===== src/rtl/multiway_light_ctrl.sv =====
// Multi-switch staircase light controller.
// Each raw switch is synchronised and debounced. The lamp then runs in one of two modes:
// parity mode follows the XOR/XNOR of the switches, and timer mode toggles on any change
// and can switch itself off after a timeout.
module multiway_light_ctrl #(
  parameter int N_SW       = 3,
  parameter int DEB_CYCLES = 4,
  parameter int TIMEOUT    = 16,
  parameter bit INVERT     = 1'b1
) (
  input  logic            clk,
  input  logic            rst_n,
  input  logic [N_SW-1:0] sw,
  input  logic            mode,
  output logic [N_SW-1:0] sw_db,
  output logic            chg_pulse,
  output logic            light,
  output logic            timer_active
);

  localparam int CW = (DEB_CYCLES > 1) ? $clog2(DEB_CYCLES) : 1;
  localparam int TW = (TIMEOUT > 0) ? $clog2(TIMEOUT + 1) : 1;
  localparam logic [CW-1:0] CNT_LAST   = CW'(DEB_CYCLES - 1);
  localparam logic [TW-1:0] TIMER_LOAD = TW'(TIMEOUT);
  localparam bit            AUTO_OFF   = (TIMEOUT > 0);

  // Odd parity of the debounced switch vector
  function automatic logic parity_of(input logic [N_SW-1:0] v);
    return ^v;
  endfunction

  logic [N_SW-1:0] sync1;
  logic [N_SW-1:0] sync2;
  logic [N_SW-1:0] accept;
  logic [CW-1:0]   cnt [N_SW];
  logic [TW-1:0]   timer;
  logic            light_next;
  logic [TW-1:0]   timer_next;

  // Flag channels whose new level has held long enough to be accepted on this edge
  always_comb begin
    accept = '0;
    for (int i = 0; i < N_SW; i++) begin
      if ((sync2[i] != sw_db[i]) && (cnt[i] == CNT_LAST)) begin
        accept[i] = 1'b1;
      end else begin
        accept[i] = 1'b0;
      end
    end
  end

  // Two-flop synchroniser and per-channel debounce counters
  always_ff @(posedge clk or negedge rst_n) begin
    if (!rst_n) begin
      sync1 <= '0;
      sync2 <= '0;
      sw_db <= '0;
      for (int i = 0; i < N_SW; i++) begin
        cnt[i] <= '0;
      end
    end else begin
      sync1 <= sw;
      sync2 <= sync1;
      for (int i = 0; i < N_SW; i++) begin
        if (sync2[i] == sw_db[i]) begin
          cnt[i] <= '0;
        end else if (accept[i]) begin
          sw_db[i] <= sync2[i];
          cnt[i]   <= '0;
        end else begin
          cnt[i] <= cnt[i] + CW'(1);
        end
      end
    end
  end

  // Single-cycle pulse when any channel accepts a new level
  always_ff @(posedge clk or negedge rst_n) begin
    if (!rst_n) begin
      chg_pulse <= 1'b0;
    end else begin
      chg_pulse <= |accept;
    end
  end

  // Next lamp/timer state for the selected mode. In timer mode, light=1 with timer=0 only
  // occurs on the first timer-mode edge after parity mode, so that case arms the auto-off.
  always_comb begin
    light_next = light;
    timer_next = timer;
    if (!mode) begin
      light_next = INVERT ^ parity_of(sw_db);
      timer_next = '0;
    end else if (chg_pulse) begin
      if (!light) begin
        light_next = 1'b1;
        timer_next = TIMER_LOAD;
      end else begin
        light_next = 1'b0;
        timer_next = '0;
      end
    end else if (AUTO_OFF && light) begin
      if (timer == '0) begin
        timer_next = TIMER_LOAD;
      end else if (timer == TW'(1)) begin
        light_next = 1'b0;
        timer_next = '0;
      end else begin
        timer_next = timer - TW'(1);
      end
    end else begin
      light_next = light;
      timer_next = timer;
    end
  end

  // Lamp and countdown registers
  always_ff @(posedge clk or negedge rst_n) begin
    if (!rst_n) begin
      light <= 1'b0;
      timer <= '0;
    end else begin
      light <= light_next;
      timer <= timer_next;
    end
  end

  assign timer_active = |timer;

endmodule


===== config.mk =====
export PLATFORM = sky130hd
export DESIGN_NAME = multiway_light_ctrl
export DESIGN_NICKNAME = d
export VERILOG_FILES = /design/src/rtl/multiway_light_ctrl.sv
export SDC_FILE = /design/constraint.sdc
export NUM_CORES = 1
export LEC_CHECK = 0
export ABC_AREA = 0
export CAP_MARGIN = 20
export CELL_PAD_IN_SITES_DETAIL_PLACEMENT = 2
export CELL_PAD_IN_SITES_GLOBAL_PLACEMENT = 2
export CORE_ASPECT_RATIO = 2
export CORE_MARGIN = 1.5
export CORE_UTILIZATION = 30
export CTS_CLUSTER_DIAMETER = 80
export CTS_CLUSTER_SIZE = 20
export DETAILED_ROUTE_END_ITERATION = 6
export PLACE_DENSITY_LB_ADDON = 0.1
export SYNTH_ARGS = -nofsm -noshare
export SYNTH_HDL_FRONTEND = slang
export SYNTH_SLANG_ARGS = --single-unit
export TNS_END_PERCENT = 50

===== constraint.sdc =====
create_clock -name clk -period 1.65 [get_ports clk]
set_input_delay 0.2475 -clock clk [delete_from_list [all_inputs] [get_ports clk]]
set_output_delay 0.2475 -clock clk [all_outputs]
set_load 0.02 [all_outputs]

==> metrics.cfg <==
[outcome]
run_status = finished, violations left
failed_checks = setup timing

[sta]
worst_slew_slack_as_a_fraction_of_its_limit = 0.7212
hold_viol = 0
timing.final.crit_period_ns = 1.748
final_min_period_over_clock_period = 1.060
worst_clock_skew_ns = 0.008636
fin_worst_hold_slack_ns = 0.3247
setup_repair_after_global_routing_missed_its_margin = true
highest_clock_frequency_the_design_can_meet_mhz = 572.0
tightest_slew_ns = 0.4150
timing.final.max_slew_violations = 0
setup_ws_ns = -0.09838
setup_viol_count_final = 1

[critical_path]
path_depth = 4
critPathCaptureType = output port
startpoint_type = flop
worstPathRequired_ns = 1.40
cell_chain_critical_path = inv_2, ha_4, or4b_4, buf_6
critical-path-top-delay-family = simple AND/OR/NAND/NOR gates
crit_arrival_ns = 1.50
critPathBufInv = 2
critPathMaxStageDelay_ns = 0.46
critical_path_maximum_fanout = 2
timing_worst_setup_path_type = flop to output port
reg2regPathDepth = 4
critical-path-slowest-cell = sky130_fd_sc_hd__or4b_4

[clock_network]
clock-root-buffer = sky130_fd_sc_hd__clkbuf_8
cts_max_path_buffers = 2
cts_made_buffers = 3
cts_tree = yes
ctsHoldBuffers = 0
cts_num_sinks = 22
clkLatencyLatePin_ns = 0.27
clk_slew_on_worst_s_h_paths_ns = 0.09
h_tree_depth = 1

[floorplanning]
row_count = 29
die_x_um = 43.15
chipHeight_um = 83.30
design.die.area_mm2 = 0.003594
boundary_pin_count = 12
core_area_mm2 = 0.003120
initial_core_util = 0.3099

[layout]
layout.core_utilization = 0.4202
finalNetCount = 118
fin_area_mm2 = 0.001311
final_common_cell = sky130_fd_sc_hd__dfrtp_1
antennaDiodeCount = 0
flow.area_growth_from_synthesis_pct = 35.58
layout_cells_sized_above_1 = 0.2667
final_cell_count_no_fill = 136
most_frequent_cells_in_the_layout = 22 x sky130_fd_sc_hd__dfrtp_1, 14 x sky130_fd_sc_hd__buf_4, 8 x sky130_fd_sc_hd__clkdlybuf4s50_1

[place]
detailedPlace.worstSlack_ns = -0.2514
portBuffers = 11
post-dp-hpwl_mm = 1.970
placed_cell_area_mm2 = 0.001202
gpl.final_weighted_congestion = 0.7788
dp.cells = 130

[grt]
grt_first_pass_wirelength_mm = 4.153
grt_pass1_vias = 853
globalRouteOverflowTotal = 0
gr-usage-all-layers = 0.1584
grt_start_max_net_pins = 23
antenna_violations_before_repair = 0

[drt]
detail_route.wl_per_cell_um = 18.10
routed_wl_mm = 2.462
drc_errors = 0
detail_route.first_pass.iterations = 4
route.vias.total = 717
via_per_inst = 5.272
antenna_violating_nets_post_route = 0
first_iter_violations = 11

[yosys]
syn_avg_cell_area_um2 = 12.56
synthDominantAreaCellType = sky130_fd_sc_hd__dfrtp_1
ys.warnings.count = 0
synth_cells = 77
post_synth_instance_area_um2 = 967.2
ys_seq_elements = 22
synth.yosys.seq_area_share = 0.5692
netlist.area_leader.share = 0.5692
synth.lib_cells_used.distinct = 29
post_synth_main_area_contributors = sky130_fd_sc_hd__dfrtp_1 57%, sky130_fd_sc_hd__ha_1 7.8%, sky130_fd_sc_hd__mux2_2 3.5%, sky130_fd_sc_hd__inv_1 2.7%, sky130_fd_sc_hd__xor2_1 2.7%
synthesis.nets = 89

[flow_run]
drv.max_cap_violation_count = 0

[power_and_ir_drop]
leakage_nw = 0.6248
worst_ir_drop_on_vdd_mv = 0.6784
pwr_density_cell_mw_per_mm2 = 1883

[min_path]
hold_path.class = primary input to asynchronous set/reset pin

## cell families (layout without fill, tap and decap cells)
group                      after synthesis  after routing  share of synthesized area
xor gates and xnor gates                 5              5                    0.04529
DFF                                     22             22                     0.5692
and+or+nand+nor                         21             21                     0.1423
muxes                                    3              3                    0.03493
adders and majority gates                6              6                    0.07762
AOI/OAI and AO/OA                       12             12                    0.09575
buffers and inverters                    8             36                    0.03494
## report_power, final
| part | switching, W | leakage [nW] | internal [W] |
|---|---|---|---|
| logic | 0.000541 | 0.315 | 0.000584 |
| registers | 0.000139 | 0.275 | 0.000699 |
| clock network | 0.000182 | 0.0357 | 0.000324 |
| total | 0.000862 | 0.625 | 0.00161 |
## Yosys cell counts, drive strengths merged
master	number
or3	2
and3b	1
and2	3
a311oi	1
or4b	2
nand2b	1
xor2	3
o211ai	1
ha	6
o21ai	3
a2bb2oi	1
nand3	3
o31ai	1
inv	7
xnor2	2
mux2	3
nor3b	3
nor2b	2
o21a	1
nand2	2
a222oi	1
nand4b	1
o311ai	2
nor3	1
o22ai	1
dfrtp	22
buf	1
## repair_timing
item                                    in CTS  in global routing
endpoints found under the hold margin        0                  0
pin swaps                                    1                  0
gates resized for setup                     12                  4
buffers inserted                             1                  1
endpoints found under the setup margin       3                  2
## flip-flops by register name, indices dropped and copies added (netlist names)
name	count
sync1	3
sync2	3
sw_db	3
cnt	6
chg_pulse	1
timer	5
light	1
## metrics by stage
step	total power (W)	setup TNS (ns)
final	0.002469	-0.09838
after global routing	0.002643	-0.1403
after CTS	0.002499	-0.1107
after detailed placement	0.001937	-0.2687
after global placement	0.001885	-0.1742
after floorplan	0.001435	0
## per-layer routing
layer / global-route usage / wire length [um] / up-vias / share of wire
li1: - / - / 329 / -
met1: 0.1466 / 802 / 369 / 0.33
met2: 0.3107 / 1547 / 14 / 0.63
met3: 0.02391 / 66 / 5 / 0.027
met4: 0.06887 / 46 / 0 / 0.019
met5: 0 / 0 / - / 0
## area by class of cell
type                       instances  area, um2
tap                               31      38.79
timing repair buffer              25      217.7
sequential                        22      550.5
clock inverter                     1      30.03
fill                             346       1809
inverter                           7      26.28
clock buffer                       3      41.29
multi-input combinational         47      406.6
## worst paths after layout
path	startpoint	to	slack [ns]
worst min-delay path	rst_n	cnt[2]	0.32
min in group clk	sync1[0]	sync2[0]	0.36
worst max-delay path	timer[1]	timer_active	-0.1
worst max register to register	timer[2]	timer[3]	0.05
max in group asynchronous	rst_n	light	1.09
worst min register to register	sync1[0]	sync2[0]	0.36
(Power assumes the default switching activity.)
